==> src/rtl/commit_stage.sv <==
// commit_stage: retirement stage for the single-cycle RV64 datapath.
// Turns each retiring instruction into a one-cycle-late commit record,
// counts cycles and retired instructions, and stops reporting once the
// trap instruction has retired.
module commit_stage #(
  parameter int              XLEN        = 64,
  parameter logic [XLEN-1:0] PC_START    = 64'h0000_0000_8000_0000,
  parameter logic [6:0]      TRAP_OPCODE = 7'h6b
) (
  input  logic            clock,
  input  logic            reset_n,
  input  logic            in_valid,
  input  logic [XLEN-1:0] in_pc,
  input  logic [31:0]     in_inst,
  input  logic            in_wen,
  input  logic [4:0]      in_wdest,
  input  logic [XLEN-1:0] in_wdata,
  input  logic [XLEN-1:0] in_a0,
  output logic            cmt_valid,
  output logic [XLEN-1:0] cmt_pc,
  output logic [31:0]     cmt_inst,
  output logic            cmt_wen,
  output logic [7:0]      cmt_wdest,
  output logic [XLEN-1:0] cmt_wdata,
  output logic            cmt_skip,
  output logic            trap_valid,
  output logic [7:0]      trap_code,
  output logic [XLEN-1:0] trap_pc,
  output logic [XLEN-1:0] cycle_cnt,
  output logic [XLEN-1:0] instr_cnt,
  output logic            halted
);

  typedef enum logic [1:0] {
    RUN  = 2'd0,
    TRAP = 2'd1,
    HALT = 2'd2
  } state_t;

  state_t state;
  logic   first_done;
  logic   is_trap;
  logic   unused_a0_high;

  // Only the low byte of a0 carries the trap code.
  assign unused_a0_high = ^in_a0[XLEN-1:8];

  // The opcode compare is the only decode this stage does.
  assign is_trap = in_valid && (in_inst[6:0] == TRAP_OPCODE);

  // Commit record, counters, trap latch and RUN/TRAP/HALT sequencing.
  always_ff @(posedge clock or negedge reset_n) begin
    if (!reset_n) begin
      state      <= RUN;
      first_done <= 1'b0;
      cmt_valid  <= 1'b0;
      cmt_pc     <= '0;
      cmt_inst   <= '0;
      cmt_wen    <= 1'b0;
      cmt_wdest  <= '0;
      cmt_wdata  <= '0;
      cmt_skip   <= 1'b0;
      trap_valid <= 1'b0;
      trap_code  <= '0;
      trap_pc    <= '0;
      cycle_cnt  <= '0;
      instr_cnt  <= '0;
      halted     <= 1'b0;
    end else begin
      case (state)
        RUN: begin
          cycle_cnt  <= cycle_cnt + XLEN'(1);
          trap_valid <= 1'b0;
          cmt_valid  <= in_valid;
          if (in_valid) begin
            cmt_pc     <= in_pc;
            cmt_inst   <= in_inst;
            cmt_wen    <= in_wen && (in_wdest != 5'd0);
            cmt_wdest  <= {3'b000, in_wdest};
            cmt_wdata  <= in_wdata;
            cmt_skip   <= !first_done && (in_pc == PC_START);
            first_done <= 1'b1;
            instr_cnt  <= instr_cnt + XLEN'(1);
          end
          if (is_trap) begin
            trap_valid <= 1'b1;
            trap_code  <= in_a0[7:0];
            trap_pc    <= in_pc;
            state      <= TRAP;
          end
        end
        TRAP: begin
          trap_valid <= 1'b0;
          cmt_valid  <= 1'b0;
          halted     <= 1'b1;
          state      <= HALT;
        end
        HALT: begin
          cmt_valid  <= 1'b0;
          trap_valid <= 1'b0;
        end
        default: begin
          state <= HALT;
        end
      endcase
    end
  end

endmodule

==> config.mk <==
export PLATFORM = sky130hd
export DESIGN_NAME = commit_stage
export DESIGN_NICKNAME = d
export VERILOG_FILES = /design/src/rtl/commit_stage.sv
export SDC_FILE = /design/constraint.sdc
export NUM_CORES = 1
export LEC_CHECK = 0
export CORE_AREA = 10 10 227 229
export DETAILED_ROUTE_END_ITERATION = 7
export DIE_AREA = 0 0 237 239
export DONT_BUFFER_PORTS = 1
export PLACE_DENSITY = 0.54
export SLEW_MARGIN = 30
export SYNTH_ARGS = -nofsm -noshare
export SYNTH_HDL_FRONTEND = slang
export SYNTH_SLANG_ARGS = --single-unit
==> constraint.sdc <==
create_clock -name clock -period 2.6 [get_ports clock]
set_input_delay 0.52 -clock clock [delete_from_list [all_inputs] [get_ports clock]]
set_output_delay 0.52 -clock clock [all_outputs]
set_load 0.005 [all_outputs]
==> summary.md, run 1 <==
| Metric | Value |
|---|---|
| Cell with the most instances after synthesis | `dfrtp_1` |
| Via/cell ratio | `5.11` |
| Final Util | `37.1%` |
| Slew @ Worst Pin | `1.16 ns` |
| Power per Cell Area | `665 nW/µm²` |
| Routed WL | `47,100 µm` |
| Maximum buffer depth of the clock tree | `3` |
| Die H | `239 µm` |
| Max-cap violation count | `0` |
| CTS sink count | `373` |
| CP max-delay cell | `nor4_2` |
| Drt drc | `0` |
| EDFF count, synth | `0` |
| CP bufs+invs | `3` |
| First-pass GRT wire length | `68,600 µm` |
| Worst min-delay path category | `in -> async` |
| Layout Skew | `0.0111 ns` |
| Largest area contributor in the netlist | `dfrtp_1` |
| Fmax | `414 MHz` |
| Part of the power in combinational logic | `0.1%` |
| Hold slack | `-0.332 ns` |
| # IOs | `606` |
| Critical Setup Path Class | `reg -> reg` |
| Crit share post-route | `92.9%` |
| Crit path max fanout | `9` |
| Cell breakdown of the critical path | `inv_1 > ha_1 > buf_4 > inv_1 > nor4_2 > nand4_1 > nor4_1 > xor2_1` |
| Non-Filler Instances | `1,809` |
| WL/cell | `26.0 µm` |
| Final critical-path required period | `2.42 ns` |
| Port bufs | `0` |
| Netlist Area Pre-Place | `15,200 µm²` |
| Most area-consuming cells after synthesis | `dfrtp_1, mux2_2, xor2_1` |
| Switching Share | `20.4%` |
| Clk_lat worst skew | `0.55 ns` |
| DRT antenna net count | `0` |
| Maximum number of pins on one net before global-route repair | `374` |
| Async SR Flop Fraction | `100%` |
| Worst Setup End Kind | `register` |
| Gr ovfl total | `0` |
| H-tree lvl count | `2` |
| Fin. max-slew vios | `0` |
| Full die area | `56,600 µm²` |
| Vias | `9,251` |
| Post-DP HPWL | `35,400 µm` |
| Violated checks | `negative hold slack` |
| Worst-path clk slew | `0.06 ns` |
| Syn avg cell area | `13.6 µm²` |
| Register Area | `9330 µm²` |
| WP data required | `3.07 ns` |
| Multi-input logic area | `5720 µm²` |
| Die Width | `237 µm` |
| Starting Density | `32.3%` |
| Top cell by count, worst path | `inv_1` |
| Synth warn | `0` |
| Area delta synth->final | `14.9%` |
| Slowest stage delay, CP | `0.47 ns` |
| Max-slew headroom | `22.9%` |
| Gpl congestion | `0.793` |
| Reg2reg setup slack | `0.18 ns` |
| Cell count after synthesis | `1,120` |
| Internal power | `9270 µW` |
| Status | `finished with violations` |
| CP arrival | `2.88 ns` |
| Max VDD drop | `0.561 mV` |
| Placed Instances | `1,731` |
| Vias in the first global route | `9,728` |
| Fin. Hold Viols | `373` |
| Seq/Total Area, Yosys | `61.3%` |
| Yosys cell types | `40` |
| Sw Pwr | `2380 µW` |
| Post-synthesis register bit count | `373` |
| TritonCTS clock tree | `yes` |
| Root Buffer | `clkbuf_16` |
| Fillers | `4,536` |
| Endpoints failing setup | `0` |
| All-Layer GR Usage | `15.9%` |
| Setup TNS | `0 ns` |
| Core Region | `47,100 µm²` |
| Post-synth top flop | `dfrtp_1` |
| Pwr Total | `11,600 µW` |
| Fin nets | `1,400` |
| Delay-heaviest family, CP | `simple AND/OR/NAND/NOR gates` |
| Rows | `80` |
| Startpoint type of the worst setup path | `register` |
| Clock share of power | `50.0%` |
| Sequential share of power | `49.9%` |
| Share of Yosys cell area claimed by the top area cell type | `61.3%` |
| RSZ-0062 raised after global routing | `true` |
| Lkg Pwr | `0.00868 µW` |
| CTS buffer count | `42` |
| Initial drt markers | `401` |
| First-pass detailed-route iteration total | `4` |
| Antenna violations before repair | `5` |
| Layout cells sized above 1 | `28.9%` |
| Post-synth top cells | `dfrtp_1, mux2_2, xor2_1` |
[worst reg2reg max path, delay by kind of cell (launching register included)]
kind,cells,cell delay (ns)
simple gates,3,1.11
flops,1,0.40
buf+inv,3,0.40
fa+ha+maj,1,0.25
xor+xnor,1,0.17
[cell type report]
type / count / share of cell area, %
flip-flops and latches: 373 / 53.3
repair buffers: 27 / 1.52
clock buffers: 66 / 7.04
multi-input cells: 699 / 32.7
inverters: 18 / 0.386
well taps: 615 / 4.40
diodes: 2 / 0.0286
clock inverters: 9 / 0.608
[layout by cell type (no fill, tap or decap), types with 16 or more instances in the layout]
cell and count:
xor2_1 72, mux2_2 239, clkbuf_1 16, nor2_1 42, xnor2_1 54, and3_1 17, clkbuf_16 43, nand3_1 47
nor3_1 29, nand4_1 42, nor4_1 38, dfrtp_1 373, buf_4 22, inv_1 18, nand2_1 61
[sequential cells by signal, summed over array words and instances (netlist names)]
name,flops
cmt_pc,64
cmt_wdata,64
cycle_cnt,64
instr_cnt,64
trap_pc,64
cmt_inst,32
trap_code,8
cmt_wdest,5
state,2
cmt_skip,1
cmt_valid,1
cmt_wen,1
first_done,1
halted,1
trap_valid,1
[stage by stage]
stage	area [µm²]	worst slack (ns)
final	17500	0.185
after global routing	17500	-0.0250
after CTS	17500	0.133
after detailed placement	16100	-0.0139
after global placement	16100	0.0577
after floorplan	15200	0.330
[final timing paths]
kind,from,to,cells past startpoint
setup reg to reg,state[1]$_DFFE_PN0P_,cycle_cnt[45]$_DFFE_PN0P_,8
setup / recovery,state[1]$_DFFE_PN0P_,cycle_cnt[45]$_DFFE_PN0P_,8
hold reg to reg,first_done$_DFFE_PN0P_,first_done$_DFFE_PN0P_,1
max in group asynchronous,reset_n,instr_cnt[53]$_DFFE_PN0P_,0
hold / removal,reset_n,cmt_wdest[0]$_DFFE_PN0P_,0
min in group clock,in_pc[48],cmt_pc[48]$_DFFE_PN0P_,1
[cells by family (layout without fill, tap and decap cells)]
| kind of cell | after synthesis | after routing | share of synthesized area (%) |
|---|---|---|---|
| buf+inv | 50 | 120 | 1.43 |
| compound gates | 6 | 6 | 0.230 |
| mux | 239 | 239 | 17.7 |
| simple gates | 319 | 319 | 11.7 |
| other cells | 1 | 5 | 0.0246 |
| flops | 373 | 373 | 61.3 |
| xor+xnor | 126 | 126 | 7.24 |
| fa+ha+maj | 6 | 6 | 0.493 |
[power by group through the flow]
stage / Sequential [µW] / Clock [µW] / Combinational (µW)
after detailed placement: 5910 / 0 / 14.5
after global placement: 5910 / 0 / 14.4
after CTS: 5810 / 6020 / 14.5
after global routing: 5800 / 6250 / 15.6
final: 5810 / 5830 / 14.7
after floorplan: 5910 / 0 / 14.7
[metal layers]
metal | track usage [%] | wire (µm) | vias up
li1 | - | - | 4051
met5 | 0 | 27 | -
met3 | 9.17 | 6030 | 73
met2 | 26.3 | 23000 | 382
met1 | 17.0 | 17000 | 4741
met4 | 4.52 | 1010 | 4
[timing repair]
item | CTS | global route
setup buffers | 0 | 1
endpoints found under the hold margin | 373 | 373
endpoints found under the setup margin | 4 | 5
resized for setup | 1 | 2
pin swaps | 0 | 0
Power figures use the tool's default switching activity.
==> inputs of run 2 (changes only) <==
--- a/config.mk
+++ b/config.mk
@@ -6,6 +6,7 @@
 export NUM_CORES = 1
 export LEC_CHECK = 0
 export CORE_AREA = 10 10 227 229
+export CTS_CLUSTER_DIAMETER = 120
 export DETAILED_ROUTE_END_ITERATION = 7
 export DIE_AREA = 0 0 237 239
 export DONT_BUFFER_PORTS = 1
==> results of run 2 <==
No change in the layout: final DEF, timing and power equal those of run 1.
==> inputs of run 3 (changes only) <==
--- a/config.mk
+++ b/config.mk
@@ -10,7 +10,7 @@
 export DETAILED_ROUTE_END_ITERATION = 7
 export DIE_AREA = 0 0 237 239
 export DONT_BUFFER_PORTS = 1
-export PLACE_DENSITY = 0.54
+export PLACE_DENSITY = 0.57
 export SLEW_MARGIN = 30
 export SYNTH_ARGS = -nofsm -noshare
 export SYNTH_HDL_FRONTEND = slang
==> run 3 against run 2 <==
Flip-flop and latch count is the same. Maximum frequency grew 4.5%. Total power grew 2.3%. Sequential share of layout area shrank 0.39 points. Highest routed layer unchanged. Register-to-register slack gained 0.10 ns. Worst hold slack gained 0.0052 ns. First-iteration DRC count grew 17%. Non-clock buffer count grew 6. Routed wire length shrank 5.1%. Count of clock-buffer cells in the layout is the same. Cell area grew 0.74%. The run still ends with negative hold slack left.
==> summary.md, run 3 (synthesis results as in run 1) <==
| Metric | Value |
|---|---|
| Via/cell ratio | `5.06 (was 5.11)` |
| WP data required | `3.02 ns (was 3.07 ns)` |
| TritonCTS clock tree | `yes (unchanged)` |
| Slew @ Worst Pin | `1.05 ns (was 1.16 ns)` |
| Starting Density | `32.3% (unchanged)` |
| Layout Skew | `0.0120 ns (was 0.0111 ns)` |
| Register Area | `9330 µm² (unchanged)` |
| H-tree lvl count | `2 (unchanged)` |
| Maximum number of pins on one net before global-route repair | `374 (unchanged)` |
| CTS sink count | `373 (unchanged)` |
| CP arrival | `2.73 ns (was 2.88 ns)` |
| Status | `finished with violations (unchanged)` |
| Post-DP HPWL | `33,900 µm (was 35,400 µm)` |
| Gpl congestion | `0.785 (was 0.793)` |
| Max VDD drop | `0.487 mV (was 0.561 mV)` |
| Worst setup margin | `0.290 ns (was 0.185 ns)` |
| Final critical-path required period | `2.31 ns (was 2.42 ns)` |
| Endpoints failing setup | `0 (unchanged)` |
| Cell count of the worst reg-to-reg path | `8 (unchanged)` |
| Critical Setup Path Class | `reg -> reg (unchanged)` |
| Fin nets | `1,406 (was 1,400)` |
| Maximum buffer depth of the clock tree | `3 (unchanged)` |
| Initial drt markers | `470 (was 401)` |
| Commonest non-fill, non-tap cell in the layout | `dfrtp_1 (unchanged)` |
| Worst Setup End Kind | `register (unchanged)` |
| CTS buffer count | `42 (unchanged)` |
| Post-place setup slack | `0.258 ns (was -0.0139 ns)` |
| Vias | `9,190 (was 9,251)` |
| First-pass detailed-route iteration total | `4 (unchanged)` |
| Antenna violations before repair | `3 (was 5)` |
| Power per Cell Area | `676 nW/µm² (was 665 nW/µm²)` |
| CP startpoint | `state[0]$_DFFE_PN0P_ (was state[1]$_DFFE_PN0P_)` |
| Fin. max-slew vios | `0 (unchanged)` |
| DRT antenna net count | `0 (unchanged)` |
| Crit share post-route | `88.9% (was 92.9%)` |
| Clk_lat worst skew | `0.55 ns (about the same)` |
| First-pass GRT wire length | `65,500 µm (was 68,600 µm)` |
| Layout cells sized above 1 | `29.5% (was 28.9%)` |
| Core Region | `47,100 µm² (unchanged)` |
| Fillers | `4,534 (was 4,536)` |
| Die H | `239 µm (unchanged)` |
| RSZ-0062 raised after global routing | `false (was true)` |
| # IOs | `606 (unchanged)` |
| Violated checks | `negative hold slack (unchanged)` |
| Most frequent cells in the layout | `dfrtp_1, mux2_2, xor2_1 (unchanged)` |
| Max-slew headroom | `29.9% (was 22.9%)` |
| Worst-path clk slew | `0.06 ns (about the same)` |
| Fmax | `433 MHz (was 414 MHz)` |
| Post-CTS Setup Bufs | `0 (unchanged)` |
| Area delta synth->final | `15.7% (was 14.9%)` |
| Crit path max fanout | `7 (was 9)` |
| Number of gates resized after CTS | `0 (was 1)` |
| Full die area | `56,600 µm² (unchanged)` |
| Port bufs | `0 (unchanged)` |
| Startpoint type of the worst setup path | `register (unchanged)` |
| Max-cap violation count | `0 (unchanged)` |
| Worst min-delay path category | `in -> async (unchanged)` |
| Routed WL | `44,700 µm (was 47,100 µm)` |
| Vias in the first global route | `9,700 (was 9,728)` |
| Gr ovfl total | `0 (unchanged)` |
| Drt drc | `0 (unchanged)` |
| Setup TNS | `0 ns (unchanged)` |
| Fin. Hold Viols | `373 (unchanged)` |
| Rows | `80 (unchanged)` |
| Hold slack | `-0.326 ns (was -0.332 ns)` |
| All-Layer GR Usage | `15.0% (was 15.9%)` |
| Root Buffer | `clkbuf_16 (unchanged)` |
| Die Width | `237 µm (unchanged)` |
| Lkg Pwr | `0.00876 µW (was 0.00868 µW)` |
| R2R Path Start | `state[0]$_DFFE_PN0P_ (was state[1]$_DFFE_PN0P_)` |
| WL/cell | `24.6 µm (was 26.0 µm)` |
| Multi-input logic area | `5710 µm² (was 5720 µm²)` |
[run 3: cell count changes in the layout (fill, tap and decap cells not counted), sizes merged]
cell	change
buf	+6
bufinv	+1
[run 3: final cells by class]
type                            instances  area share [%]
Clock inverter                         10           0.752
Multi-Input combinational cell        699            32.4
Antenna cell                            2          0.0284
Tap cell                              615            4.36
Inverter                               18           0.383
Timing Repair Buffer                   33            1.76
Clock buffer                           66            7.40
Sequential cell                       373            52.9
[run 3: power by group]
| part | internal, µW | switching, µW | total, µW |
|---|---|---|---|
| combinational | 9.28 | 5.60 | 14.9 |
| clock | 3740 | 2360 | 6100 |
| sequential | 5810 | 0 | 5810 |
| total | 9560 | 2360 | 11900 |
[run 3: routing by layer]
metal	track usage [%]	part of all wire [%]
met5	0	0.038
met4	3.40	1.5
met3	9.96	15
met2	25.1	50
met1	15.2	34
[run 3: path summary, 6_finish.rpt]
kind                       slack (ns)                         to
max in group asynchronous        2.06  instr_cnt[48]$_DFFE_PN0P_
max reg2reg                      0.29  instr_cnt[26]$_DFFE_PN0P_
max                              0.29  instr_cnt[26]$_DFFE_PN0P_
min reg2reg                      0.48     first_done$_DFFE_PN0P_
min                             -0.33  cycle_cnt[32]$_DFFE_PN0P_
min in group clock               0.11      cmt_pc[5]$_DFFE_PN0P_
[run 3: metrics by stage]
stage | hold slack, ns | utilization [%] | instances | power [µW] | instance area (µm²)
after floorplan | 0.224 | - | 1122 | 5930 | 15200
after global placement | 0.237 | 34.3 | 1738 | 5930 | 16200
after detailed placement | 0.236 | 34.3 | 1738 | 5930 | 16200
after CTS | -0.364 | 37.4 | 1814 | 12100 | 17600
after global routing | -0.368 | 37.4 | 1814 | 12300 | 17600
final | -0.326 | 37.4 | 1816 | 11900 | 17600
[run 3: worst max-delay path, cell delays in order (launching register included)]
cell and delay [ns]:
dfrtp_1 0.41, inv_1 0.10, ha_1 0.22, nand3_1 0.27
nor4_2 0.33, buf_4 0.21, nand3_1 0.14, or3_1 0.38
xnor2_1 0.13
